<file path="config.mk">
export PLATFORM = sky130hd
export DESIGN_NAME = universal_shifter
export DESIGN_NICKNAME = d
export VERILOG_FILES = /design/src/rtl/universal_shifter.sv
export SDC_FILE = /design/constraint.sdc
export NUM_CORES = 1
export LEC_CHECK = 0
export CAP_MARGIN = 10
export CELL_PAD_IN_SITES_DETAIL_PLACEMENT = 0
export CELL_PAD_IN_SITES_GLOBAL_PLACEMENT = 1
export CORE_MARGIN = 2
export CORE_UTILIZATION = 25
export CTS_CLUSTER_DIAMETER = 40
export DETAILED_ROUTE_END_ITERATION = 6
export PLACE_DENSITY_LB_ADDON = 0.1
export SYNTH_ARGS = -nofsm -noshare
export SYNTH_HDL_FRONTEND = slang
export SYNTH_SLANG_ARGS = --single-unit
</file>
<file path="constraint.sdc">
create_clock -name clk -period 1.7 [get_ports clk]
set_input_delay 0.34 -clock clk [delete_from_list [all_inputs] [get_ports clk]]
set_output_delay 0.34 -clock clk [all_outputs]
set_load 0.01 [all_outputs]
</file>
<file path="src/rtl/universal_shifter.sv">
// universal_shifter
// Multi-cycle shift/rotate engine. A WIDTH-bit word is parallel-loaded in
// IDLE; a start request then shifts it one bit per clock for 'amount'
// positions in logical, arithmetic, rotate or serial-fill mode.
// Optional feature macro: ROTATE_EN (when undefined, mode 2'b10 is logical).
module universal_shifter #(
  parameter int WIDTH = 8,
  parameter int CNT_W = $clog2(WIDTH + 1)
) (
  input  logic             clk,
  input  logic             reset,
  input  logic [WIDTH-1:0] data,
  input  logic             load,
  input  logic             start,
  input  logic             dir,
  input  logic [1:0]       mode,
  input  logic [CNT_W-1:0] amount,
  input  logic             sin,
  output logic [WIDTH-1:0] out,
  output logic             sout,
  output logic             busy,
  output logic             done
);

  typedef enum logic [1:0] {
    IDLE  = 2'd0,
    SHIFT = 2'd1,
    DONE  = 2'd2
  } state_t;

  localparam logic [1:0] MODE_LOG = 2'b00;
  localparam logic [1:0] MODE_ARI = 2'b01;
  localparam logic [1:0] MODE_ROT = 2'b10;
  localparam logic [1:0] MODE_SER = 2'b11;

  state_t           state_q, state_d;
  logic [WIDTH-1:0] out_q,   out_d;
  logic             sout_q,  sout_d;
  logic             busy_q,  busy_d;
  logic             done_q,  done_d;
  logic [CNT_W-1:0] cnt_q,   cnt_d;
  logic             dir_q,   dir_d;
  logic [1:0]       mode_q,  mode_d;

  // One-position shift of v; dir_l=1 moves toward the MSB. The fill bit
  // depends on the mode captured at start, not on the live inputs.
  function automatic logic [WIDTH-1:0] shift_word(
    input logic [WIDTH-1:0] v,
    input logic             dir_l,
    input logic [1:0]       m,
    input logic             s
  );
    logic fill;
    fill = 1'b0;
    case (m)
      MODE_LOG: fill = 1'b0;
      MODE_ARI: fill = dir_l ? 1'b0 : v[WIDTH-1];
`ifdef ROTATE_EN
      MODE_ROT: fill = dir_l ? v[WIDTH-1] : v[0];
`else
      MODE_ROT: fill = 1'b0;
`endif
      MODE_SER: fill = s;
      default:  fill = 1'b0;
    endcase
    if (dir_l) begin
      return {v[WIDTH-2:0], fill};
    end else begin
      return {fill, v[WIDTH-1:1]};
    end
  endfunction

  // Next-state and datapath logic for the IDLE/SHIFT/DONE sequencer.
  always_comb begin
    state_d = state_q;
    out_d   = out_q;
    sout_d  = sout_q;
    cnt_d   = cnt_q;
    dir_d   = dir_q;
    mode_d  = mode_q;
    case (state_q)
      IDLE: begin
        if (load) begin
          out_d = data;
        end else if (start) begin
          dir_d  = dir;
          mode_d = mode;
          cnt_d  = amount;
          if (amount != {CNT_W{1'b0}}) begin
            state_d = SHIFT;
          end else begin
            state_d = DONE;
          end
        end else begin
          state_d = IDLE;
        end
      end
      SHIFT: begin
        out_d  = shift_word(out_q, dir_q, mode_q, sin);
        sout_d = dir_q ? out_q[WIDTH-1] : out_q[0];
        cnt_d  = cnt_q - CNT_W'(1);
        if (cnt_q == CNT_W'(1)) begin
          state_d = DONE;
        end else begin
          state_d = SHIFT;
        end
      end
      DONE: begin
        state_d = IDLE;
      end
      default: begin
        state_d = IDLE;
      end
    endcase
    busy_d = (state_d != IDLE);
    done_d = (state_d == DONE);
  end

  // State and output registers; reset aborts any operation immediately.
  always_ff @(posedge clk or negedge reset) begin
    if (!reset) begin
      state_q <= IDLE;
      out_q   <= {WIDTH{1'b0}};
      sout_q  <= 1'b0;
      busy_q  <= 1'b0;
      done_q  <= 1'b0;
      cnt_q   <= {CNT_W{1'b0}};
      dir_q   <= 1'b0;
      mode_q  <= 2'b00;
    end else begin
      state_q <= state_d;
      out_q   <= out_d;
      sout_q  <= sout_d;
      busy_q  <= busy_d;
      done_q  <= done_d;
      cnt_q   <= cnt_d;
      dir_q   <= dir_d;
      mode_q  <= mode_d;
    end
  end

  assign out  = out_q;
  assign sout = sout_q;
  assign busy = busy_q;
  assign done = done_q;

endmodule

</file>
==> load_flow_metrics.sql <==
INSERT INTO impl_metrics (metric_group, metric, value, unit) VALUES
('logic_synthesis', 'synth-edff-count', '0', ''),
('cts', 'hold_buffers', '0', ''),
('worst_setup_path', 'worstPathCellList', 'clkdlybuf4s50_1', ''),
('logic_synthesis', 'syn-num-nets', '131', ''),
('logic_synthesis', 'synth-seq-cells', '20', ''),
('worst_setup_path', 'worst_setup_path_start_kind', 'register', ''),
('floorplan', 'vertical_die_dimension', '70.44', 'um'),
('timing', 'setup_slack', '0.09168', 'ns'),
('global_route', 'antenna_found_initial', '0', ''),
('logic_synthesis', 'synth_top_cells_by_area', 'sky130_fd_sc_hd__dfrtp_1, sky130_fd_sc_hd__mux2i_1, sky130_fd_sc_hd__a221oi_1', ''),
('floorplan', 'start_util', '25.70', '%'),
('drt', 'firstDrtPassIters', '4', ''),
('timing', 'setup_tns', '0', 'ns'),
('cts', 'cts_tree', 'yes', ''),
('timing', 'tightest_slew', '0.5399', 'ns'),
('pwr', 'pwr-share-clk', '17.6', '%'),
('timing', 'grt_setup_unrepaired', 'no', ''),
('cts', 'cts.reportedPaths.clkPinSlew', '0.08', 'ns'),
('layout', 'regArea', '500.5', 'sq um'),
('timing', 'max_clock_freq', '621.8', 'MHz'),
('logic_synthesis', 'synth-async-reset-ratio', '100.0', '%'),
('logic_synthesis', 'synth_common_cells', 'sky130_fd_sc_hd__dfrtp_1, sky130_fd_sc_hd__inv_1, sky130_fd_sc_hd__nor2_1, sky130_fd_sc_hd__mux2i_1, sky130_fd_sc_hd__nand2_1', ''),
('status', 'status', 'finished clean', ''),
('logic_synthesis', 'yosys.cell_count.top_type', 'sky130_fd_sc_hd__dfrtp_1', ''),
('placement', 'place_hpwl', '2033', 'um'),
('logic_synthesis', 'syn-mean-instance-area', '10.12', 'sq um'),
('flow_run', 'max_cap_violations', '0', ''),
('logic_synthesis', 'synth_largest_type_area_fraction', '45.35', '%'),
('global_route', 'pin_count_of_the_biggest_net_entering_global_routing', '21', ''),
('placement', 'gp_congestion', '0.8125', ''),
('logic_synthesis', 'synth_flop_cell', 'sky130_fd_sc_hd__dfrtp_1', ''),
('drt', 'number_of_nets_with_antenna_violations_after_detailed_routing', '0', ''),
('drt', 'detail_route.vias_per_cell', '4.677', ''),
('worst_setup_path', 'critPathMaxStageDelay', '0.57', 'ns'),
('drt', 'route.detailed.wl_per_inst', '13.62', 'um'),
('placement', 'buffer_ports.inserted', '30', ''),
('pwr', 'worst_ir_drop_vdd', '615.2', 'uV'),
('placement', 'post_place_worst_slack', '-0.06248', 'ns'),
('logic_synthesis', 'ys_seq_area_share', '45.35', '%'),
('timing', 'finalMaxSlewViolations', '0', ''),
('drt', 'drc_errors', '0', ''),
('layout', 'design_area', '1573', 'sq um'),
('worst_setup_path', 'cp-end-kind', 'output pin', ''),
('timing', 'fin_skew', '0.003046', 'ns'),
('timing', 'final_min_period_over_clock_period', '94.61', '%'),
('timing', 'min_period', '1.608', 'ns'),
('worst_setup_path', 'critical_path_required', '1.36', 'ns'),
('worst_setup_path', 'timing.critical_path.max_delay_family', 'buffers and inverters', ''),
('global_route', 'number_of_global_route_vias_before_repair', '949', ''),
('logic_synthesis', 'synth_cells', '109', ''),
('pwr', 'pwr-share-seq', '36.1', '%'),
('floorplan', 'die_ar', '4962', 'sq um'),
('cts', 'cts.root.buffer_cell', 'sky130_fd_sc_hd__clkbuf_8', ''),
('floorplan', 'num_rows', '24', ''),
('logic_synthesis', 'yosysUniqueCellTypes', '30', ''),
('layout', 'fillerInstances', '432', ''),
('worst_setup_path', 'critPathKind', 'register to output pin', ''),
('layout', 'share_of_post_route_cells_with_drive_strength_above_1', '13.01', '%'),
('layout', 'area_delta_synth_final', '42.52', '%'),
('floorplan', 'core_region_area', '4294', 'sq um'),
('timing', 'finalSetupViolCount', '0', ''),
('worst_setup_path', 'worst-endpoint-arrival', '1.27', 'ns'),
('drt', 'drt_first_iter_violations', '49', ''),
('pwr', 'power_leakage', '0.6830', 'nW'),
('logic_synthesis', 'yosysTopAreaCell', 'sky130_fd_sc_hd__dfrtp_1', ''),
('layout', 'final_nets', '169', ''),
('timing', 'worst_rel_slew_slack', '64.00', '%'),
('logic_synthesis', 'post_synthesis_instance_area', '1104', 'sq um'),
('timing', 'fin_worst_hold_slack', '0.4159', 'ns'),
('pwr', 'switching_share', '36.69', '%'),
('pwr', 'power-per-cell-area', '1737', 'nW/um^2');
## through the flow
step / std cells / power, W / utilization (%)
after CTS: 198 / 0.002771 / 36.63
after detailed placement: 194 / 0.002287 / 34.97
after floorplan: 109 / 0.001728 / -
final: 198 / 0.002732 / 36.63
after global placement: 194 / 0.002275 / 34.97
after global routing: 198 / 0.002977 / 36.63
## layout make-up
type,count,area share (%)
clock buffers,3,2.625
flip-flops and latches,20,31.82
clock inverters,1,1.909
repair buffers,39,23.39
well taps,52,4.137
multi-input cells,72,33.49
inverters,11,2.625
## sequential cells by signal, indices dropped and copies added (netlist names)
name,flops
state_q,2
dir_q,1
busy,1
cnt_q,4
mode_q,2
done,1
out,8
sout,1
## metal layers
| metal | global-route usage (%) | up-vias | wire length (um) |
|---|---|---|---|
| met5 | 0 | - | 0 |
| met4 | 4.915 | 0 | 19 |
| met3 | 2.309 | 2 | 138 |
| met2 | 20.44 | 24 | 1347 |
| met1 | 15.03 | 435 | 1191 |
| li1 | - | 465 | - |
## cells in the final DEF, fill, tap and decap left out
cell and n:
sky130_fd_sc_hd__nand2b_1 2, sky130_fd_sc_hd__nor3b_4 1, sky130_fd_sc_hd__mux2_2 2, sky130_fd_sc_hd__a21oi_1 3, sky130_fd_sc_hd__nor2b_4 1, sky130_fd_sc_hd__clkbuf_8 3, sky130_fd_sc_hd__o22ai_1 1, sky130_fd_sc_hd__a221oi_1 6
sky130_fd_sc_hd__or3_1 1, sky130_fd_sc_hd__bufinv_16 1, sky130_fd_sc_hd__a2bb2oi_1 1, sky130_fd_sc_hd__buf_4 9, sky130_fd_sc_hd__nand2_1 8, sky130_fd_sc_hd__o21ai_0 7, sky130_fd_sc_hd__ha_1 2, sky130_fd_sc_hd__nand4_1 1
sky130_fd_sc_hd__nor2b_1 2, sky130_fd_sc_hd__o311ai_0 1, sky130_fd_sc_hd__o21bai_1 2, sky130_fd_sc_hd__o22a_1 6, sky130_fd_sc_hd__a311oi_2 1, sky130_fd_sc_hd__clkdlybuf4s50_1 30, sky130_fd_sc_hd__a22oi_1 1, sky130_fd_sc_hd__a32oi_1 1
sky130_fd_sc_hd__dfrtp_1 20, sky130_fd_sc_hd__o211ai_1 1, sky130_fd_sc_hd__a211oi_2 1, sky130_fd_sc_hd__nor4_1 1, sky130_fd_sc_hd__nor2_1 10, sky130_fd_sc_hd__mux2i_1 9, sky130_fd_sc_hd__inv_1 11
## kinds of logic after synthesis
family	count (synthesis)	synth area share, %
compound gates	32	22.22
fa+ha+maj	2	2.267
buf+inv	17	6.916
flops	20	45.35
mux	11	10.20
simple gates	27	13.04
## final timing paths
kind                             from         to  slack (ns)  cells after the start
min                             reset     out[4]        0.42                      2
min reg2reg                  cnt_q[1]   cnt_q[1]        0.51                      2
max reg2reg                state_q[0]       sout        0.18                      5
min in group clk             cnt_q[1]   cnt_q[1]        0.51                      2
max in group asynchronous       reset  mode_q[1]        1.06                      2
max                            out[5]     out[5]        0.09                      1
## power groups by stage
stage	registers [W]	logic, W	clock network [W]
global placement	0.00100	0.00127	0
floorplan	0.000936	0.000791	0
detailed placement	0.000999	0.00129	0
CTS	0.000992	0.00129	0.000491
global route	0.00103	0.00143	0.000520
finish	0.000985	0.00127	0.000482
(Power assumes the default switching activity.)
==> RTL edit 1: new RTL, same flow settings <==
Reset style: synchronous (`reset`), changed in one clocked block.
--- a/src/rtl/universal_shifter.sv
+++ b/src/rtl/universal_shifter.sv
@@ -117,7 +117,7 @@
   end
 
   // State and output registers; reset aborts any operation immediately.
-  always_ff @(posedge clk or negedge reset) begin
+  always_ff @(posedge clk) begin
     if (!reset) begin
       state_q <= IDLE;
       out_q   <= {WIDTH{1'b0}};
Check against the original RTL: differs if reset is asserted again (counterexample within 4 cycles, from zero or initial values and one cycle with reset low); with reset held inactive, the same outputs for 10 cycles.
==> RTL edit 1 against the unedited design <==
  * Sequential share of layout area decreased by 5.1 points
  * Worst setup slack improved by 0.029 ns
  * Non-clock buffer count decreased by 1
  * Wire length increased by 4.2%
  * Area after synthesis decreased by 3.2%
  * Worst hold slack improved by 0.080 ns
  * Cell area decreased by 4.9%
  * Fmax increased by 1.9%
  * Sequential cell count unchanged
  * Critical path type unchanged
  * Critical endpoint is now out[7]
Power is not compared: it rests on default switching activity, and its combinational part moved more than twofold at a synthesized area within 25%.
==> RTL edit 1: results (changes against the unedited design) <==
[synth]
synth.area.mux_share_pct = 10.30  ; +0.10 points
synth_ff_type = dfxtp_1
netlist_top_cells_area = dfxtp_1 37%, mux2i_1 10%, a21oi_1 5.6%
synth_common_cells = 20 x dfxtp_1, 14 x nand2_1, 12 x a21oi_1, 12 x nor2_1, 11 x mux2i_1
async_reset_ff_share_pct = 0  ; -100 points
ys_seq_area_share_pct = 37.47  ; -7.9 points
synth_fa_ha_area_share_pct = 2.342  ; +0.074 points
syn_nets = 146  ; +11%
ys_types = 35  ; +17%

[layout]
layout.nets = 182  ; +7.7%
largest_reg_flops = 8  ; unchanged
drive_above_1_share_pct = 10.69  ; -2.3 points

[grt]
grt_max_degree = 14  ; -33%
grtUsageTotal_pct = 12.89  ; +0.80 points
grt_pass1_wl_um = 5078  ; +7.1%
grt_pass1_vias = 1060  ; +12%

[worst_setup_path]
slowest_stage = clkdlybuf4s50_1

[place]
placed_area_mm2 = 0.001441  ; -4.0%
gp_congestion = 0.7014  ; -14%
dp_hpwl_um = 2136  ; +5.1%

[detailed_routing]
avgRoutedWirePerCell_um = 13.44  ; -1.3%
dr.pass1.iters = 4  ; unchanged
via_count = 970  ; +4.8%
ant_nets = 0  ; unchanged

[sta]
worstMarginPinSlew_ns = 0.4320  ; -0.1079 ns
clock_skew_ns = 0.005731  ; +0.002685 ns

[outcome]
status = finished, final reports clean

## RTL edit 1: cell count changes after synthesis, moves of 3 or more
cell	change
nand2_1	+6
dfrtp_1	-20
o22ai_1	+7
o21ai_0	-4
nor3_1	+3
nand2b_1	+3
a221oi_1	-5
inv_1	-8
o22a_1	-5
nor2b_1	+3
a21oi_1	+9
dfxtp_1	+20
## RTL edit 1: worst reg2reg max path, cell delays in order (launching register included)
cell	delay [ns]
dfxtp_1	0.59
nor2_1	0.14
nor2_4	0.20
nand2_1	0.19
o22ai_1	0.22
## RTL edit 1: area by class of cell
type                       count  area (um2)
multi-input combinational     93       590.6
clock buffer                   4       55.05
timing repair buffer          38       372.9
tap                           50       62.56
fill                         436        2561
inverter                       4       15.01
sequential                    20       400.4
## RTL edit 1: path summary, 6_finish.rpt
check                  start  endpoint  slack [ns]  cells after the start
setup / recovery      out[7]    out[7]        0.12                      1
hold / removal      cnt_q[3]  cnt_q[3]        0.50                      2
setup reg to reg  state_q[0]    out[3]        0.28                      4
hold reg to reg     cnt_q[3]  cnt_q[3]        0.50                      2
## RTL edit 1: report_power, final
group | switching [uW] | internal, uW
Combinational | 125 | 163
Clock | 157 | 206
Sequential | 42.4 | 506
## RTL edit 1: metal layers
layer  global-route usage (%)  wire length (um)  vias up
li1                         -                 -      502
met1                    16.89              1371      444
met2                    20.30              1286       22
met3                    4.360               131        2
met4                    3.268                21        0
met5                        0                 0        -
## RTL edit 1: stage by stage
stage                     hold WS, ns  std cells  setup WS, ns  total power (uW)  util (%)
after floorplan                0.4609        124        0.5581             715.8         -
after global placement         0.4831        205       0.02930             850.1     35.52
after detailed placement       0.4854        205       0.02139             849.8     35.52
after CTS                      0.4971        209        0.1054              1219     36.88
after global routing           0.5179        209       0.05626              1282     36.88
final                          0.4956        209        0.1211              1199     36.88
==> RTL edit 2: new RTL, config.mk and constraints unchanged <==
Without the edit above. Build with the macro `ROTATE_EN` defined.
--- a/src/rtl/universal_shifter.sv
+++ b/src/rtl/universal_shifter.sv
@@ -3,6 +3,8 @@
 // IDLE; a start request then shifts it one bit per clock for 'amount'
 // positions in logical, arithmetic, rotate or serial-fill mode.
 // Optional feature macro: ROTATE_EN (when undefined, mode 2'b10 is logical).
+`define ROTATE_EN
+
 module universal_shifter #(
   parameter int WIDTH = 8,
   parameter int CNT_W = $clog2(WIDTH + 1)
Behaviour: not the same (Yosys sat finds a counterexample within 4 cycles, from zero or initial values and one cycle with reset low).
==> RTL edit 2 against the unedited design <==
  * Area after synthesis rose by 6.7%
  * Total power rose by 0.21%
  * Worst setup slack got worse by 0.014 ns
  * Wire length rose by 16%
  * Sequential cell count did not move
  * Sequential share of layout area fell by 1.1 points
  * Cell area rose by 3.9%
  * Clock power fell by 24%
  * Critical path type unchanged
  * Critical endpoint is now out[0]
  * Largest cell class unchanged
  * Largest power group unchanged
==> RTL edit 2: results (changes against the unedited design) <==
[detailed_routing]
avgRoutedWirePerCell_um = 15.13  ; +11%
top_layer = met4
viasPerCell = 5.072  ; +8.5%
drt_iter0_markers = 29  ; -41%
m1WireLength_um = 1533  ; +29%
route.met3.wl_um = 127  ; -8.0%
met2_length_um = 1454  ; +7.9%
dr.pass1.iters = 4  ; unchanged

[hold_path]
hold_path.class = in -> async

[synth]
yosysWarningCount = 0  ; unchanged
ys_seq_area_share_pct = 42.51  ; -2.8 points
netlist_top_cells_area = dfrtp_1 43%, mux2_2 11%, a22oi_1 6.4%
syn_nets = 141  ; +7.6%
async_reset_ff_share_pct = 100.0  ; unchanged
synth_common_cells = 20 x dfrtp_1, 11 x mux2_2, 11 x nor2b_1
ys_types = 34  ; +13%

[grt]
grt_pass1_vias = 1040  ; +9.6%
use_met3_pct = 3.453  ; +1.1 points
antenna_found_initial = 0  ; unchanged
grtUsageMet2_pct = 20.30  ; -0.14 points
grt_use_met1_pct = 18.52  ; +3.5 points
grtUsageTotal_pct = 13.02  ; +0.92 points
grt_pass1_wl_um = 5333  ; +13%
grt_max_degree = 21  ; unchanged

[worst_setup_path]
slowest_stage = clkdlybuf4s50_1
cpPeakStageDelay_ns = 0.57  ; about the same
cp_top_family = buffers and inverters
reg2reg_slack_ns = 0.23  ; +0.05 ns
reg2regPathDepth = 4  ; -1
worst-path-max-fanout = 6  ; +1

[cts]
clkTransAtPathRegs_ns = 0.07
clockBufferDepth = 2  ; unchanged
htreeDepth = 1  ; unchanged
clock_latency_ns = 0.26  ; about the same
cts_buffers = 3  ; unchanged
root_buffer = clkbuf_8

[power_and_ir_drop]
comb-power_uw = 1340  ; +6%
max-vdd-ir-drop_mv = 0.9148  ; +49%
seq-power_uw = 1030  ; +5%
p_leak_uw = 0.0006740  ; -1.3%
p_per_area_mw_per_mm2 = 1676  ; -3.5%
power.switching_uw = 1039  ; +3.6%

[place]
port_buffers = 30  ; unchanged
dp_hpwl_um = 2376  ; +17%
gp_congestion = 0.7484  ; -7.9%
placed_area_mm2 = 0.001578  ; +5.1%
place_ws_ns = -0.01814  ; +0.04434 ns

[sta]
relSlewSlack_pct = 70.89  ; +6.9 points
clock_skew_ns = 0.0008781  ; -0.002168 ns
timing.hold.ws_ns = 0.4162  ; +0.0002950 ns
period_needed_ns = 1.623  ; +0.01427 ns

[layout]
largest_reg_flops = 8  ; unchanged
drive_above_1_share_pct = 18.71  ; +5.7 points
layout.nets = 178  ; +5.3%
n_antenna_cell = 0  ; unchanged

[outcome]
status = finished, final reports clean

[RTL edit 2: cell count changes after synthesis, moves of 2 or more]
cell | before | now
o22a_1 | 6 | 0
inv_1 | 11 | 6
nor2b_1 | 2 | 11
clkbuf_2 | 0 | 2
mux2_2 | 2 | 11
nor3b_1 | 0 | 2
o21bai_1 | 2 | 0
o21ai_1 | 0 | 5
nor2_1 | 10 | 3
nand2_1 | 8 | 4
mux2i_1 | 9 | 2
a221oi_1 | 6 | 1
a22oi_1 | 1 | 10
a21oi_1 | 3 | 10
[RTL edit 2: path summary, 6_finish.rpt]
path                       startpoint         to
min in group clk                 sout       sout
max in group asynchronous       reset     out[7]
hold / removal                  reset  mode_q[0]
hold reg to reg                  sout       sout
setup reg to reg           state_q[1]   cnt_q[0]
setup / recovery               out[0]     out[0]
[RTL edit 2: final cells by class]
type | count | area, um2
inverters | 6 | 22.52
multi-input cells | 85 | 614.3
well taps | 52 | 65.06
fillers | 476 | 2810
repair buffers | 40 | 375.4
clock buffers | 4 | 55.05
flip-flops and latches | 20 | 501.7
[RTL edit 2: per-stage QoR]
stage,utilization (%),instances
floorplan,-,119
global placement,35.50,203
detailed placement,35.50,203
CTS,36.74,207
global route,36.77,207
finish,36.77,207
[RTL edit 2: cells by family (layout without fill, tap and decap cells)]
logic type / Yosys count / in the layout / share of synthesized area (%)
and+or+nand+nor: 28 / 28 / 14.35
adders and majority gates: 2 / 2 / 2.125
DFF: 20 / 20 / 42.51
buffers and inverters: 14 / 50 / 5.313
AOI/OAI and AO/OA: 42 / 42 / 23.49
muxes: 13 / 13 / 12.22
[RTL edit 2: what timing repair did]
action / CTS / global route
setup endpoints to repair: 0 / 1
resized for setup: 0 / 1
buffers inserted: 0 / 0
